### src/rtl/cpu_run_controller_pkg.sv
// Shared types and default widths for the CPU run controller slice.
`default_nettype none

package cpu_run_pkg;

    localparam int DEF_DATAWIDTH   = 25;
    localparam int DEF_FIFODEPTH   = 4;
    localparam int DEF_COUNTWIDTH  = 16;
    localparam int DEF_RESETCYCLES = 2;
    localparam int DEF_TIMEOUT     = 1024;

    typedef enum logic [2:0] {
        IDLE      = 3'd0,
        RESET_CPU = 3'd1,
        RUN       = 3'd2,
        DRAIN     = 3'd3,
        DONE      = 3'd4
    } run_state_t;

endpackage

`default_nettype wire

### src/rtl/cpu_run_controller_if.sv
// CPU-side and result-sink-side signals of the run controller.
`default_nettype none

interface cpu_run_controller_if #(
    parameter int DATAWIDTH = 25
);
    logic                 cpuOutFlag;
    logic [DATAWIDTH-1:0] cpuOut;
    logic                 cpuReset;
    logic                 cpuEnable;
    logic                 outValid;
    logic [DATAWIDTH-1:0] outData;
    logic                 outReady;

    modport master (
        input  cpuOutFlag, cpuOut, outReady,
        output cpuReset, cpuEnable, outValid, outData
    );

    modport slave (
        output cpuOutFlag, cpuOut, outReady,
        input  cpuReset, cpuEnable, outValid, outData
    );
endinterface

`default_nettype wire

### src/rtl/cpu_run_controller_fifo.sv
// run_out_fifo: power-of-two synchronous FIFO with flush and occupancy output.
`default_nettype none

module run_out_fifo #(
    parameter int DATAWIDTH = 25,
    parameter int DEPTH     = 4
) (
    input  wire logic                   clock,
    input  wire logic                   reset,
    input  wire logic                   flush,
    input  wire logic                   push,
    input  wire logic [DATAWIDTH-1:0]   push_data,
    input  wire logic                   pop,
    output logic                        full,
    output logic                        empty,
    output logic [$clog2(DEPTH):0]      count,
    output logic [DATAWIDTH-1:0]        head
);
    localparam int AW = $clog2(DEPTH);

    logic [DATAWIDTH-1:0] mem_q [DEPTH];
    logic [AW-1:0]        wr_ptr_q, wr_ptr_d, rd_ptr_q, rd_ptr_d;
    logic [AW:0]          cnt_q, cnt_d;
    logic                 wr_en, rd_en;

    assign full  = (cnt_q == (AW+1)'(DEPTH));
    assign empty = (cnt_q == '0);
    assign count = cnt_q;
    assign head  = mem_q[rd_ptr_q];
    assign wr_en = push && !full;
    assign rd_en = pop && !empty;

    // Pointers wrap naturally because DEPTH is a power of two.
    always_comb begin
        wr_ptr_d = wr_ptr_q;
        rd_ptr_d = rd_ptr_q;
        cnt_d    = cnt_q;
        if (flush) begin
            wr_ptr_d = '0;
            rd_ptr_d = '0;
            cnt_d    = '0;
        end else begin
            if (wr_en) wr_ptr_d = wr_ptr_q + AW'(1);
            if (rd_en) rd_ptr_d = rd_ptr_q + AW'(1);
            cnt_d = cnt_q + (AW+1)'(wr_en) - (AW+1)'(rd_en);
        end
    end

    always_ff @(posedge clock or negedge reset) begin
        if (!reset) begin
            wr_ptr_q <= '0;
            rd_ptr_q <= '0;
            cnt_q    <= '0;
            for (int i = 0; i < DEPTH; i++) mem_q[i] <= '0;
        end else begin
            wr_ptr_q <= wr_ptr_d;
            rd_ptr_q <= rd_ptr_d;
            cnt_q    <= cnt_d;
            if (wr_en && !flush) mem_q[wr_ptr_q] <= push_data;
        end
    end

endmodule

`default_nettype wire

### src/rtl/cpu_run_controller.sv
// Sequences one CPU test run and buffers its flagged output words.
// Optional watchdog enabled by defining CPU_RUN_WATCHDOG_EN.
`default_nettype none

module cpu_run_controller
    import cpu_run_pkg::*;
#(
    parameter int DATAWIDTH   = DEF_DATAWIDTH,
    parameter int FIFODEPTH   = DEF_FIFODEPTH,
    parameter int COUNTWIDTH  = DEF_COUNTWIDTH,
    parameter int RESETCYCLES = DEF_RESETCYCLES,
    parameter int TIMEOUT     = DEF_TIMEOUT
) (
    input  wire logic                  clock,
    input  wire logic                  reset,
    input  wire logic                  start,
    input  wire logic [COUNTWIDTH-1:0] outCount,
    cpu_run_controller_if.master       bus,
    output logic                       busy,
    output logic                       done,
    output logic [COUNTWIDTH-1:0]      captured,
    output logic                       timedOut
);
    localparam int RCW = $clog2(RESETCYCLES + 1);

    if (FIFODEPTH < 2 || (FIFODEPTH & (FIFODEPTH - 1)) != 0 || RESETCYCLES < 1 || TIMEOUT < 1)
    begin : g_param_check
        $error("cpu_run_controller: illegal parameter set");
    end

    run_state_t                state_q, state_d;
    logic [COUNTWIDTH-1:0]     count_q, count_d;
    logic [COUNTWIDTH-1:0]     captured_q, captured_d;
    logic [RCW-1:0]            rcnt_q, rcnt_d;
    logic                      cpu_reset, cpu_enable;
    logic                      fifo_flush, fifo_push, fifo_full, fifo_empty;
    logic [$clog2(FIFODEPTH):0] fifo_count;

`ifdef CPU_RUN_WATCHDOG_EN
    localparam int WDW = $clog2(TIMEOUT + 1);
    logic [WDW-1:0] wd_q, wd_d;
    logic           timed_out_q, timed_out_d;
    assign timedOut = timed_out_q;
`else
    assign timedOut = 1'b0;
`endif

    always_comb begin
        state_d    = state_q;
        count_d    = count_q;
        captured_d = captured_q;
        rcnt_d     = rcnt_q;
        fifo_flush = 1'b0;
        fifo_push  = 1'b0;
        cpu_reset  = 1'b0;
        cpu_enable = 1'b0;
`ifdef CPU_RUN_WATCHDOG_EN
        wd_d        = wd_q;
        timed_out_d = timed_out_q;
`endif
        case (state_q)
            IDLE, DONE: begin
                cpu_reset = (state_q == IDLE);
                if (start) begin
                    state_d    = RESET_CPU;
                    count_d    = outCount;
                    captured_d = '0;
                    rcnt_d     = '0;
                    fifo_flush = 1'b1;
`ifdef CPU_RUN_WATCHDOG_EN
                    timed_out_d = 1'b0;
`endif
                end
            end
            RESET_CPU: begin
                cpu_reset  = 1'b1;
                cpu_enable = 1'b1;
                if (rcnt_q == RCW'(RESETCYCLES - 1)) begin
                    state_d = RUN;
`ifdef CPU_RUN_WATCHDOG_EN
                    wd_d = '0;
`endif
                end else begin
                    rcnt_d = rcnt_q + RCW'(1);
                end
            end
            RUN: begin
                // A stalled CPU keeps its flag up, so nothing is lost while full.
                cpu_enable = !fifo_full;
                if (cpu_enable && bus.cpuOutFlag) begin
                    fifo_push  = 1'b1;
                    captured_d = (&captured_q) ? captured_q : captured_q + COUNTWIDTH'(1);
                    if (count_q != '0 && captured_d == count_q) state_d = DRAIN;
`ifdef CPU_RUN_WATCHDOG_EN
                    wd_d = '0;
`endif
                end
`ifdef CPU_RUN_WATCHDOG_EN
                else if (cpu_enable) begin
                    if (wd_q == WDW'(TIMEOUT - 1)) begin
                        state_d     = DRAIN;
                        timed_out_d = 1'b1;
                    end else begin
                        wd_d = wd_q + WDW'(1);
                    end
                end
`endif
            end
            DRAIN: begin
                if (fifo_count == '0) state_d = DONE;
            end
            default: begin
                cpu_reset = 1'b1;
                state_d   = IDLE;
            end
        endcase
    end

    always_ff @(posedge clock or negedge reset) begin
        if (!reset) begin
            state_q    <= IDLE;
            count_q    <= '0;
            captured_q <= '0;
            rcnt_q     <= '0;
`ifdef CPU_RUN_WATCHDOG_EN
            wd_q        <= '0;
            timed_out_q <= 1'b0;
`endif
        end else begin
            state_q    <= state_d;
            count_q    <= count_d;
            captured_q <= captured_d;
            rcnt_q     <= rcnt_d;
`ifdef CPU_RUN_WATCHDOG_EN
            wd_q        <= wd_d;
            timed_out_q <= timed_out_d;
`endif
        end
    end

    run_out_fifo #(
        .DATAWIDTH (DATAWIDTH),
        .DEPTH     (FIFODEPTH)
    ) u_fifo (
        .clock     (clock),
        .reset     (reset),
        .flush     (fifo_flush),
        .push      (fifo_push),
        .push_data (bus.cpuOut),
        .pop       (bus.outReady),
        .full      (fifo_full),
        .empty     (fifo_empty),
        .count     (fifo_count),
        .head      (bus.outData)
    );

    assign bus.cpuReset  = cpu_reset;
    assign bus.cpuEnable = cpu_enable;
    assign bus.outValid  = !fifo_empty;
    assign busy          = (state_q == RESET_CPU) || (state_q == RUN) || (state_q == DRAIN);
    assign done          = (state_q == DONE);
    assign captured      = captured_q;

endmodule

`default_nettype wire

### src/flat_wrapper.sv
// flat-port wrapper written by rule: the top's interface ports become plain ports
module cpu_run_controller_flat import cpu_run_pkg::*;
#(
    parameter int DATAWIDTH   = DEF_DATAWIDTH,
    parameter int FIFODEPTH   = DEF_FIFODEPTH,
    parameter int COUNTWIDTH  = DEF_COUNTWIDTH,
    parameter int RESETCYCLES = DEF_RESETCYCLES,
    parameter int TIMEOUT     = DEF_TIMEOUT
)
  (clock, reset, start, outCount, busy, done, captured, timedOut, bus_cpuOutFlag, bus_cpuOut, bus_outReady, bus_cpuReset, bus_cpuEnable, bus_outValid, bus_outData);
  cpu_run_controller_if #(.DATAWIDTH(DATAWIDTH)) bus_i ();
  input  wire logic clock;
  input  wire logic reset;
  input  wire logic start;
  input  wire logic [COUNTWIDTH-1:0] outCount;
  output logic busy;
  output logic done;
  output logic [COUNTWIDTH-1:0] captured;
  output logic timedOut;
  input wire logic [$bits(bus_i.cpuOutFlag)-1:0] bus_cpuOutFlag;
  input wire logic [$bits(bus_i.cpuOut)-1:0] bus_cpuOut;
  input wire logic [$bits(bus_i.outReady)-1:0] bus_outReady;
  output wire logic [$bits(bus_i.cpuReset)-1:0] bus_cpuReset;
  output wire logic [$bits(bus_i.cpuEnable)-1:0] bus_cpuEnable;
  output wire logic [$bits(bus_i.outValid)-1:0] bus_outValid;
  output wire logic [$bits(bus_i.outData)-1:0] bus_outData;
  assign bus_i.cpuOutFlag = bus_cpuOutFlag;
  assign bus_i.cpuOut = bus_cpuOut;
  assign bus_i.outReady = bus_outReady;
  assign bus_cpuReset = bus_i.cpuReset;
  assign bus_cpuEnable = bus_i.cpuEnable;
  assign bus_outValid = bus_i.outValid;
  assign bus_outData = bus_i.outData;
  cpu_run_controller #(.DATAWIDTH(DATAWIDTH), .FIFODEPTH(FIFODEPTH), .COUNTWIDTH(COUNTWIDTH), .RESETCYCLES(RESETCYCLES), .TIMEOUT(TIMEOUT)) u_core (.clock(clock), .reset(reset), .start(start), .outCount(outCount), .bus(bus_i), .busy(busy), .done(done), .captured(captured), .timedOut(timedOut));
endmodule
### config.mk
export PLATFORM = sky130hd
export DESIGN_NAME = cpu_run_controller_flat
export DESIGN_NICKNAME = d
export VERILOG_FILES = /design/src/rtl/cpu_run_controller_pkg.sv /design/src/rtl/cpu_run_controller_if.sv /design/src/rtl/cpu_run_controller_fifo.sv /design/src/rtl/cpu_run_controller.sv /design/src/flat_wrapper.sv
export SDC_FILE = /design/constraint.sdc
export NUM_CORES = 1
export LEC_CHECK = 0
export CAP_MARGIN = 20
export CORE_MARGIN = 2
export CORE_UTILIZATION = 54
export DETAILED_ROUTE_END_ITERATION = 12
export PLACE_DENSITY_LB_ADDON = 0.08
export SLEW_MARGIN = 10
export SYNTH_ARGS = -nofsm -noshare
export SYNTH_HDL_FRONTEND = slang
export SYNTH_SLANG_ARGS = --single-unit
### constraint.sdc
create_clock -name clock -period 3.4 [get_ports clock]
set_input_delay 0.51 -clock clock [delete_from_list [all_inputs] [get_ports clock]]
set_output_delay 0.51 -clock clock [all_outputs]
set_load 0.01 [all_outputs]
* Word-level counts from Yosys, hierarchy flattened
Cells that the tools add are included.
Widths: inputs -> output; s select.
** Word-level totals
- Bits in registers :: 144
- Bits of input ports :: 46
- Output and inout port bits :: 47
- Logic and storage cells :: 90
** Cells by class
- Reductions and logical operators :: 25
- Eq/ne operators :: 13
- Add/subtract/negate cells :: 6
- Muxes and demuxes :: 30
- $lt $le $gt $ge :: 3
- Bitwise logic cells :: 2
** Operator list (number)
- $bwmux 100 :: 1
- $mux 25 :: 3
- $bmux 25 s2 :: 1
- $demux 25 s2 :: 1
- $mux 16 :: 3
- $pmux 16 s2 :: 1
- $mux 3 :: 6
- $add 16x1->16 const B :: 1
- $eq 16x16->1 :: 1
- $reduce_and 16->1 :: 1
- $reduce_bool 16->1 :: 1
- $mux 2 :: 6
- $pmux 3 s4 :: 1
- $ne 2x1->1 const B :: 4
- $reduce_bool 2->1 :: 4
- $add 2x1->2 const B :: 3
- $eq 3x2->1 const B :: 2
- $eq 3x3->1 const B :: 2
- $ge 3x3->1 const B :: 2
- $logic_and 1x1->1 :: 6
- $logic_not 3->1 :: 2
- $not 2->3 :: 2
- $reduce_and 3->1 :: 2
- $reduce_and 5->1 :: 1
- other kinds (13) :: 22

* Logic depth before layout (Yosys ltp)
Gate-level depths: netlist of the first run.
- Depth in word-level cells :: 9
- Mapped depth :: 13
- Depth with buffers taken out :: 11

* Cells and area by module
Synthesis of the first run repeated with hierarchy kept, for this count alone.
** Unflattened totals
- Cells, all modules :: 595
- Area total of the unflattened synthesis :: 7706.1 um2
** By module, submodules not included
- run_out_fifo :: times used 1, cells an instance 291, area an instance 5191.2 um2
- cpu_run_controller :: times used 1, cells an instance 304, area an instance 2514.9 um2

* Least setup slack after synthesis of the first run
No wires, ideal clock.
- Path type :: input -> register
- From :: in bus_cpuOutFlag
- To :: reg u_core.u_fifo.cnt_q[2], in the netlist u_core.u_fifo.count[2]
- Required time :: 3269 ps
- Setup slack :: 778 ps
- Stages on the path :: 11
- Data arrival time :: 2491 ps
- Setup time :: 131 ps
- Path through :: nand3_1 nor3_1 clkbuf_1 inv_1 buf_1 ha_1 inv_1 ha_1 fa_1 xnor2_1 nor2_1
** Between the ends
- Cells in the longest elaborated chain, start to end :: 7
** RTL lines
- from (decl) :: RTL line flat_wrapper.sv:20 : input wire logic [$bits(bus_i.cpuOutFlag)-1:0] bus_cpuOutFlag;
- $logic_and 1x1->1 :: RTL line cpu_run_controller.sv:90 : if (cpu_enable && bus.cpuOutFlag) begin
- $mux 1 :: RTL line cpu_run_controller.sv:90
- $mux 1 :: RTL line cpu_run_controller.sv:61 : case (state_q)
- $logic_and 1x1->1 :: RTL line cpu_run_controller_fifo.sv:30 : assign wr_en = push && !full;
- $add 3x1->3 :: RTL line cpu_run_controller_fifo.sv:45 : cnt_d = cnt_q + (AW+1)'(wr_en) - (AW+1)'(rd_en);
- $sub 3x1->3 :: RTL line cpu_run_controller_fifo.sv:45
- $mux 3 :: RTL line cpu_run_controller_fifo.sv:38 : if (flush) begin
- net u_core.u_fifo.cnt_d[2] :: RTL line cpu_run_controller_fifo.sv:23 : logic [AW:0] cnt_q, cnt_d;
- to (signal assigned) :: RTL line cpu_run_controller_fifo.sv:58 : cnt_q <= cnt_d;
- to (decl) :: RTL line cpu_run_controller_fifo.sv:23
The timed path passes the listed nets, and every way through them passes these cells.
A chain may end at the register's enable or synchronous reset.

* Worst setup path in the final report of the first run
- From :: reg u_core.captured_q[0], in the netlist u_core.captured[0]
- To :: reg u_core.state_q[0]
** Between the ends
- Cells in the longest elaborated chain, start to end :: 6
- Elaborated cells on any way between the ends :: 7
** RTL lines
- from (decl) :: RTL line cpu_run_controller.sv:33 : logic [COUNTWIDTH-1:0] captured_q, captured_d;
- from (signal assigned) :: RTL line cpu_run_controller.sv:132 : captured_q <= captured_d;
- $add 16x1->16 / $reduce_and 16->1 (equally long branches) :: RTL line cpu_run_controller.sv:92 : captured_d = (&captured_q) ? captured_q : captured_q + COUNTWIDTH'(1);
- $mux 16 * :: RTL line cpu_run_controller.sv:92
- $eq 16x16->1 * :: RTL line cpu_run_controller.sv:93 : if (count_q != '0 && captured_d == count_q) state_d = DRAIN;
- $logic_and 1x1->1 * :: RTL line cpu_run_controller.sv:93
- $ne 2x1->1 (no line) *
- $reduce_and 5->1 (no line) *
- to (signal assigned) :: RTL line cpu_run_controller.sv:130 : state_q <= state_d;
- to (decl) :: RTL line cpu_run_controller.sv:31 : run_state_t state_q, state_d;
Every way passes the cells marked *; elsewhere a longest branch is shown, timed or not.

==> results of run 1 <==
## synthesized netlist by cell type, drive strengths merged, types with 3 or more instances
master,n
mux4,25
nor2,22
nand4,7
clkbuf,22
o21ai,25
inv,19
buf,14
nand3,8
dfrtp,144
nor2b,3
nor3,11
mux2,115
and4,4
a21oi,14
nand2,29
xnor2,10
a211oi,3
nand3b,3
o21a,3
xor2,8
a311oi,3
nor4,12
ha,8
and3,3
a31oi,7
## power by group
part	leakage [nW]	switching [mW]	internal (mW)
logic	1.63	1.20	1.88
clock network	0.291	0.685	1.18
registers	1.84	0.561	2.49
## worst max-delay path, stage by stage, from the launching register on
cell and delay (ps):
dfrtp_1 460, ha_1 330, nand3_1 130, buf_4 200, o41ai_4 610, nor2_2 140, xnor2_1 180, o311ai_0 140
or4_1 490, o21ai_1 130
## state kept, by name, summed over array words and instances, names as in the netlist
register	cells
u_core.state_q	3
u_core.u_fifo.mem_q	100
u_core.u_fifo.rd_ptr_q	2
u_core.rcnt_q	2
u_core.captured	16
u_core.u_fifo.wr_ptr_q	2
u_core.u_fifo.count	3
u_core.count_q	16
## layout make-up
type                            count  area [um2]
Tap cell                          172         215
Fill cell                         948        3910
Multi-Input combinational cell    356        3270
Clock inverter                     11         139
Timing Repair Buffer              107        1060
Clock buffer                       20         457
Sequential cell                   144        3600
Inverter                           19        71.3
## cells in the final DEF, fill, tap and decap left out, types with 10 or more instances in the layout
| master | n |
|---|---|
| nor4_1 | 11 |
| clkbuf_16 | 17 |
| mux4_2 | 25 |
| clkdlybuf4s50_1 | 90 |
| a21oi_1 | 14 |
| nand2_1 | 29 |
| xnor2_1 | 10 |
| dfrtp_1 | 143 |
| mux2_2 | 115 |
| buf_4 | 14 |
| o21ai_0 | 24 |
| nor3_1 | 10 |
| inv_1 | 19 |
| nor2_1 | 21 |
## layer usage
layer / routed length [um] / vias up / share of wire, % / global-route usage, %
met5: 0 / - / 0 / 0
met4: 536 / 0 / 3.4 / 12.2
met3: 755 / 43 / 4.8 / 5.94
met2: 8070 / 130 / 51 / 41.5
met1: 6430 / 2421 / 41 / 28.5
li1: - / 2223 / - / -
## logic make-up after synthesis
family	share of synthesized area, %
AO/OA/AOI/OAI	7.16
XOR/XNOR	2.22
adder cells (fa/ha/maj)	1.69
buffers and inverters	3.21
flip-flops	50.8
multiplexers	26.5
other	0.0529
AND/OR/NAND/NOR	8.38
## metrics by stage
stage	power, mW	util [%]
floorplan	4.91	-
global placement	6.04	64.6
detailed placement	6.18	64.6
CTS	8.06	69.3
global route	8.46	69.3
finish	7.99	69.3
## final timing paths
kind | slack, ps | endpoint | depth (start not counted) | from
setup / recovery | 530 | u_core.state_q[0]$_DFFE_PN0P_ | 9 | u_core.captured[0]$_DFFE_PN0P_
hold reg to reg | 480 | u_core.rcnt_q[1]$_DFFE_PN0P_ | 2 | u_core.rcnt_q[1]$_DFFE_PN0P_
max in group asynchronous | 2480 | u_core.u_fifo.mem_q[39]$_DFFE_PN0P_ | 2 | reset
setup reg to reg | 530 | u_core.state_q[0]$_DFFE_PN0P_ | 9 | u_core.captured[0]$_DFFE_PN0P_
hold / removal | 80 | u_core.u_fifo.mem_q[82]$_DFFE_PN0P_ | 1 | reset
min in group clock | 480 | u_core.rcnt_q[1]$_DFFE_PN0P_ | 2 | u_core.rcnt_q[1]$_DFFE_PN0P_
==> results.md, run 1 <==
- Initial antenna violation count: 0
- Count of pins over their slew limit: 0
- Remaining DRCs: 0
- Fin worst setup slack: 527 ps
- Routed Antenna Nets: 0
- Die H: 119 um
- Post-CTS Setup Bufs: 0
- Maximum clock path buffer count: 2
- Final hold vios: 0
- Cell at the root of the clock tree: clkbuf_16
- Post-Route Skew: 8.00 ps
- RSZ-0062 raised after global routing: false
- Largest cells by area after synthesis: dfrtp_1 51%, mux2_2 18%, mux4_2 7.9%, o21ai_0 1.7%, nand2_1 1.5%
- Number of global-route vias before repair: 5138
- TNS Setup: 0 ps
- Number of synthesized flops with an enable pin: 0
- Final setup viols: 0
- First-pass GRT wire length: 26400 um
- Tcrit/Tclk final: 84.5%
- Fin area: 0.00881 mm2
- GRT Resource Usage Total: 24.3%
- FMAX: 348 MHz
- Crit path required time: 3750 ps
- Max-Cap Viols: 0
- CP Class: reg -> reg
- DR vias/cell: 5.81
- Syn_nets: 610
- Outcome: finished, final reports clean
- Total CTS buffers: 17
- Dpl cells: 798
- Slew @ Worst Pin: 719 ps
- GR Overflow Total: 0
- Area added between synthesis and finish: 24.2%
- Skew-Pair Late Insertion Delay: 420 ps
- Initial Utilization: 55.8%
- Hold Crit Class: in -> async
- DR pass1 iterations: 4
- Post-synthesis instance total: 555
- Maximum vdd drop: 0.000455 V
- Detailed Place HPWL: 10900 um
- Htree depth: 4
- FP Rows: 41
- Nets: 700
- WP data arrival: 3220 ps
- I/O Buffers: 91
- Main synth FF type: dfrtp_1
- Routed WL per cell: 19.0 um
- Sequential area share after synthesis: 50.8%
- Die width: 119 um
- I/O pin total: 93
- Crit path capture type: flop
- Startpoint types: flop
- Async S/R FF share, synth: 100%
- Crit path time final: 2870 ps
- Routed wire length: 15800 um
- Layout cells sized above 1: 29.8%
- WHS: 75.9 ps
- Fin cells: 829
- Cell taking the most area after synthesis: dfrtp_1
- P per Cell Area: 907 mW/mm2
- Initial drt markers: 194
- Core Footprint: 0.0127 mm2
- Cts repair resizes: 0
- Syn avg cell area: 12.8 um2
- Reg clk slew, reported paths: 60 ps
- Ant diodes: 0
- DP Area: 0.00822 mm2
- Hold-fix buffers, CTS: 0
- RePlAce Congestion: 0.943
- Syn Std Cell Area: 0.00709 mm2
- Pre-CTS WS: 532 ps
- Unique masters post-synth: 59
- Static leakage: 3.76 nW
- Synthesized flop and latch total: 144
- Clk sinks: 144
- Synth Warn #: 0
- Top cell type's share of synthesized area: 50.8%
- Largest net degree at the start of global routing: 70
- Total Die Area: 0.0141 mm2
- Slew HR: 51.9%
- CTS tree: yes
- Peak fanout along the critical path: 11
- Vias post-DR: 4817
Power figures use the tool's default switching activity.
==> run 2, diff against run 1 <==
==> constraint.sdc (replaced) <==
create_clock -name clock -period 2.7 [get_ports clock]
set_input_delay 0.405 -clock clock [delete_from_list [all_inputs] [get_ports clock]]
set_output_delay 0.405 -clock clock [all_outputs]
set_load 0.01 [all_outputs]
==> run 2 against run 1 <==
  * Hold slack got worse by 53 ps
  * Sequential power rose by 25%
  * Clock power rose by 19%
  * Sequential share of layout area fell by 0.93 points
  * Via count rose by 3.2%
  * Final cell count rose by 3.3%
  * Final area rose by 2.3%
==> results.md, run 2 (synthesized netlist as in run 1, its figures left out) <==
- Top Usage Layer GRT: met2
- Clock Power Share: 22.0% (-1.3 points)
- Skew-Pair Late Insertion Delay: 410 ps (about the same)
- Core Footprint: 0.0127 mm2 (unchanged)
- Area added between synthesis and finish: 27.1%
- Die width: 119 um (unchanged)
- Maximum clock path buffer count: 2 (unchanged)
- Routed WL per cell: 19.1 um (+0.31%)
- Cts repair resizes: 0 (unchanged)
- FP Rows: 41 (unchanged)
- Worst flop-to-flop path startpoint: u_core.captured[0]$_DFFE_PN0P_
- Final setup viols: 0 (unchanged)
- CTS tree: yes
- Initial antenna violation count: 0 (unchanged)
- Worst-path cell chain: buf_4 -> mux4_2 -> clkdlybuf4s50_1
- Initial drt markers: 262 (+35%)
- Switching share of power: 30.7% (+0.17 points)
- P per Cell Area: 1120 mW/mm2 (+23%)
- Die H: 119 um (unchanged)
- Reg clk slew, reported paths: 50 ps (about the same)
- Ant diodes: 0 (unchanged)
- Cell at the root of the clock tree: clkbuf_16
- I/O pin total: 93 (unchanged)
- Tcrit/Tclk final: 93.2%
- RePlAce Congestion: 0.929 (-1.6%)
- Fin worst setup slack: 184 ps (-343 ps)
- Met1 Usage GRT: 30.4% (+1.9 points)
- Largest stage delay on the critical path: 520 ps (-90 ps)
- Peak fanout along the critical path: 7 (-4)
- WP data arrival: 2110 ps (-1110 ps)
- Util after Layout: 70.9% (+1.6 points)
- Crit path capture type: primary output
- Startpoint types: flop
- Slew @ Worst Pin: 706 ps (-13.0 ps)
- Crit path time final: 2520 ps
- TNS Setup: 0 ps (unchanged)
- WHS: 22.4 ps (-53.4 ps)
- FMAX: 397 MHz
- Htree depth: 4 (unchanged)
- Detailed Place HPWL: 11300 um (+4.0%)
- Slowest library cell on the worst path: mux4_2
- Internal cell power: 6.98 mW (+26%)
- Total CTS buffers: 17 (unchanged)
- Static leakage: 3.90 nW (+3.7%)
- RSZ-0062 raised after global routing: false
- Most common cell after layout, fill and taps aside: dfrtp_1
- Net Sw Power: 3.10 mW (+27%)
- GRT Resource Usage Total: 24.9% (+0.58 points)
- Clk sinks: 144 (unchanged)
- Hold Crit Class: in -> async
- I/O Buffers: 91 (unchanged)
- CP startpoint: u_core.u_fifo.rd_ptr_q[0]$_DFFE_PN0P_
- M2 GR Usage: 43.0% (+1.5 points)
- Routed Antenna Nets: 0 (unchanged)
- Logic pwr share: 40.2% (+1.7 points)
- Final hold vios: 0 (unchanged)
- First-pass GRT wire length: 27100 um (+2.8%)
- Nets: 730 (+4.3%)
- Delay-heaviest family, CP: buffers and inverters
- Top reg by flops: u_core.u_fifo.mem_q
- DR pass1 iterations: 4 (unchanged)
- Count of pins over their slew limit: 0 (unchanged)
- Max-Cap Viols: 0 (unchanged)
- Largest net degree at the start of global routing: 78 (+11%)
- Outcome: finished, final reports clean
- DR vias/cell: 5.81 (about the same)
- Total Die Area: 0.0141 mm2 (unchanged)
- Maximum vdd drop: 0.000505 V (+11%)
- Total Power: 10.1 mW (+26%)
- Post-Route Skew: 6.16 ps (-1.84 ps)
- Vias post-DR: 4970 (+3.2%)
- Pre-CTS WS: 210 ps (-323 ps)
- Layout cells sized above 1: 32.3% (+2.5 points)
- GR Overflow Total: 0 (unchanged)
- Hold-fix buffers, CTS: 0 (unchanged)
- Routed wire length: 16400 um (+3.6%)
- Buffers & Inverters on Critical Path: 2 (+1)
- Remaining DRCs: 0 (unchanged)
- Most frequent cells in the layout: 143 x dfrtp_1, 115 x mux2_2, 90 x clkdlybuf4s50_1
- Max reg flops: 100 (unchanged)
- Met3 Use GR: 6.08% (+0.14 points)
- Number of global-route vias before repair: 5184 (+0.90%)
- Crit path required time: 2300 ps (-1450 ps)
- CP Class: reg -> out
- Slew HR: 52.9% (+1.0 points)
- Initial Utilization: 55.8% (unchanged)
- Sequential Power Share: 37.9% (-0.3 points)
-- run 2: cell count changes in the layout (fill, tap and decap cells not counted) --
cell	previous run	this run
buf_4	14	42
buf_12	2	4
bufinv_16	3	2
clkbuf_1	1	3
clkinvlp_4	2	1
clkinv_2	5	2
-- run 2: final timing paths --
path / cells after the start / slack (ps) / end
setup / recovery: 3 / 180 / bus_outData[14]
min in group clock: 2 / 490 / u_core.rcnt_q[1]$_DFFE_PN0P_
max in group asynchronous: 2 / 1990 / u_core.u_fifo.mem_q[18]$_DFFE_PN0P_
hold / removal: 1 / 20 / u_core.u_fifo.mem_q[7]$_DFFE_PN0P_
setup reg to reg: 10 / 190 / u_core.state_q[0]$_DFFE_PN0P_
hold reg to reg: 2 / 490 / u_core.rcnt_q[1]$_DFFE_PN0P_
-- run 2: stage by stage --
step / std cells / instance area, um2
2_1_floorplan: 555 / 7090
3_3_place_gp: 825 / 8440
3_5_place_dp: 825 / 8440
4_1_cts: 853 / 8990
5_1_grt: 856 / 9020
6_report: 856 / 9020
-- run 2: what timing repair did --
item / CTS / global route
endpoints found under the setup margin: 0 / 6
buffers inserted: 0 / 3
hold endpoints to repair: 0 / 0
-- run 2: layout make-up --
type / count / area (um2)
inverters: 19 / 71.3
fillers: 941 / 3710
clock buffers: 22 / 464
well taps: 172 / 215
clock inverters: 6 / 86.3
flip-flops and latches: 144 / 3600
repair buffers: 137 / 1310
multi-input cells: 356 / 3270
-- run 2: power groups by stage --
stage	registers, mW	clock network, mW	logic (mW)
after floorplan	3.55	0	2.63
after global placement	3.76	0	3.93
after detailed placement	3.83	0	4.03
after CTS	3.82	2.27	4.06
after global routing	3.95	2.38	4.36
final	3.82	2.22	4.05
-- run 2: layer usage --
metal	vias up	part of all wire, %
met3	27	5.3
met2	146	51
met5	-	0
met4	0	2.4
li1	2281	-
met1	2516	41
==> run 3, diff against run 2 <==
--- a/config.mk
+++ b/config.mk
@@ -9,7 +9,7 @@
 export CORE_MARGIN = 2
 export CORE_UTILIZATION = 54
 export DETAILED_ROUTE_END_ITERATION = 12
-export PLACE_DENSITY_LB_ADDON = 0.08
+export PLACE_DENSITY = 0.8
 export SLEW_MARGIN = 10
 export SYNTH_ARGS = -nofsm -noshare
 export SYNTH_HDL_FRONTEND = slang
==> run 3 against run 2 <==
  * Setup slack got worse by 82 ps
  * Die area did not move
  * Utilization fell by 0.45 points
  * Clock power rose by 4%
  * Critical endpoint is now bus_outData[20]
  * Final cell count fell by 0.93%
  * Sequential share of layout area rose by 0.28 points
  * Hold slack improved by 430 ps
  * Clock skew rose by 7.2 ps
  * Final area fell by 0.64%
  * Register-to-register slack barely moved
  * Wire length fell by 1.5%
  * Critical path type unchanged
  * Via count fell by 1.2%
  * Largest cell class unchanged
==> results.md, run 3 (synthesized netlist as in run 1, its figures left out) <==
- Die H: 119 um (unchanged)
- GR Overflow Total: 0 (unchanged)
- Count of pins over their slew limit: 0 (unchanged)
- Buffers & Inverters on Critical Path: 2 (unchanged)
- Nets: 718 (-1.6%)
- Most common cell after layout, fill and taps aside: dfrtp_1
- CTS tree: yes
- DR pass1 iterations: 5 (+1)
- Top reg by flops: u_core.u_fifo.mem_q
- Maximum vdd drop: 0.000579 V (+15%)
- Detailed Place HPWL: 10900 um (-3.2%)
- Final setup viols: 0 (unchanged)
- FF-to-FF path depth: 9 (-1)
- Remaining DRCs: 0 (unchanged)
- Crit path capture type: primary output
- Hold Crit Class: in -> async
- Total Power: 10.1 mW (+0.35%)
- Most frequent cells in the layout: 143 x dfrtp_1, 115 x mux2_2, 90 x clkdlybuf4s50_1
- Tcrit/Tclk final: 96.2% (+3.0 points)
- FILL cells: 889 (-5.5%)
- Delay-heaviest family, CP: buffers and inverters
- Area added between synthesis and finish: 26.3%
- FP Rows: 41 (unchanged)
- Slowest library cell on the worst path: dfrtp_4
- I/O pin total: 93 (unchanged)
- Max-Cap Viols: 0 (unchanged)
- Htree depth: 4 (unchanged)
- Startpoint types: flop
- WHS: 448 ps (+425 ps)
- Routed WL per cell: 19.0 um (-0.59%)
- Initial Utilization: 55.8% (unchanged)
- Peak fanout along the critical path: 11 (+4)
- Routed Antenna Nets: 0 (unchanged)
- Maximum clock path buffer count: 2 (unchanged)
- Crit path required time: 2300 ps (about the same)
- Largest stage delay on the critical path: 550 ps (+30 ps)
- GRT Resource Usage Total: 24.4% (-0.44 points)
- Initial drt markers: 280 (+6.9%)
- Core Footprint: 0.0127 mm2 (unchanged)
- Crit path time final: 2600 ps (+81.7 ps)
- DR vias/cell: 5.79 (-0.32%)
- FMAX: 385 MHz (-3.1%)
- CP Class: reg -> out
- Cell at the root of the clock tree: clkbuf_16
- RSZ-0062 raised after global routing: false
- Vias post-DR: 4908 (-1.2%)
- Slew HR: 48.6% (-4.3 points)
- Reg clk slew, reported paths: 60 ps (about the same)
- P per Cell Area: 1130 mW/mm2 (+0.99%)
- Layout cells sized above 1: 31.5% (-0.80 points)
- WP data arrival: 2190 ps (+80 ps)
- Skew-Pair Late Insertion Delay: 430 ps (+20 ps)
- Final hold vios: 0 (unchanged)
- Util after Layout: 70.4% (-0.45 points)
- Outcome: finished, final reports clean
- Number of global-route vias before repair: 5215 (+0.60%)
- Largest net degree at the start of global routing: 73 (-6.4%)
- First-pass GRT wire length: 26900 um (-0.84%)
- Clk sinks: 144 (unchanged)
- RePlAce Congestion: 0.958 (+3.1%)
- WP depth: 3 (unchanged)
- Worst-path cell chain: buf_12 -> mux4_2 -> clkdlybuf4s50_1
- TNS Setup: 0 ps (unchanged)
- Static leakage: 3.85 nW (-1.4%)
- Initial antenna violation count: 0 (unchanged)
- I/O Buffers: 91 (unchanged)
- Slew @ Worst Pin: 768 ps (+61.0 ps)
- Die width: 119 um (unchanged)
- Total Die Area: 0.0141 mm2 (unchanged)
- Post-Route Skew: 13.3 ps (+7.17 ps)
- Max reg flops: 100 (unchanged)
- Routed wire length: 16100 um (-1.5%)
- Total CTS buffers: 17 (unchanged)
- Ant diodes: 0 (unchanged)
[run 3: cell count changes in the layout (fill, tap and decap cells not counted)]
cell / change
clkinv_2: +1
inv_6: +1
nand3_1: -1
buf_4: -12
dfrtp_4: +1
buf_12: -1
dfrtp_2: -1
clkbuf_8: +1
dlygate4sd3_1: +1
nand3_2: +1
clkinvlp_4: +1
[run 3: repair_timing]
| action | in CTS | in global routing |
|---|---|---|
| endpoints found under the setup margin | 0 | 4 |
| hold buffers | 1 | 0 |
| resized for setup | 0 | 2 |
| setup buffers | 0 | 0 |
| endpoints found under the hold margin | 36 | 0 |
[run 3: worst register-to-register path: stages (launching register included)]
cell	delay, ps
dfrtp_1	420
ha_1	230
nand3_2	170
o41ai_4	370
buf_4	210
nor2_2	80
xnor2_1	130
o311ai_0	160
or4_1	510
o21ai_1	140
[run 3: where the power goes]
group	internal, mW	switching (mW)	total, mW
sequential	3.14	0.701	3.84
clock	1.43	0.877	2.31
combinational	2.41	1.55	3.97
[run 3: metal layers]
metal / share of wire, % / wire length [um] / vias to the layer above / global-route usage [%]
met4: 1.9 / 308 / 0 / 8.71
met5: 0 / 0 / - / 0
met1: 43 / 6940 / 2484 / 31.7
met3: 4.9 / 786 / 28 / 6.18
met2: 50 / 8070 / 130 / 39.9
li1: - / - / 2266 / -
[run 3: layout make-up]
cell class	count	area [um2]	share of cell area, %
clock inverters	9	108	1.20
repair buffers	125	1210	13.5
flip-flops and latches	144	3610	40.3
inverters	19	71.3	0.796
clock buffers	23	478	5.34
well taps	172	215	2.40
multi-input cells	356	3270	36.5
[run 3: worst paths after layout]
| kind | start | endpoint | slack [ps] |
|---|---|---|---|
| max in group asynchronous | reset | u_core.u_fifo.mem_q[45]$_DFFE_PN0P_ | 1470 |
| hold / removal | reset | u_core.u_fifo.mem_q[87]$_DFFE_PN0P_ | 450 |
| setup reg to reg | u_core.captured[1]$_DFFE_PN0P_ | u_core.state_q[0]$_DFFE_PN0P_ | 200 |
| min in group clock | u_core.u_fifo.mem_q[48]$_DFFE_PN0P_ | u_core.u_fifo.mem_q[48]$_DFFE_PN0P_ | 500 |
| hold reg to reg | u_core.u_fifo.mem_q[48]$_DFFE_PN0P_ | u_core.u_fifo.mem_q[48]$_DFFE_PN0P_ | 500 |
| setup / recovery | u_core.u_fifo.rd_ptr_q[0]$_DFFE_PN0P_ | bus_outData[20] | 100 |
[run 3: through the flow]
step / std cells / setup slack (ps) / area [um2]
2_1_floorplan: 555 / 78.9 / 7090
6_report: 848 / 102 / 8960
4_1_cts: 848 / 26.6 / 8950
3_3_place_gp: 815 / 175 / 8360
5_1_grt: 848 / 18.4 / 8960
3_5_place_dp: 815 / 169 / 8360
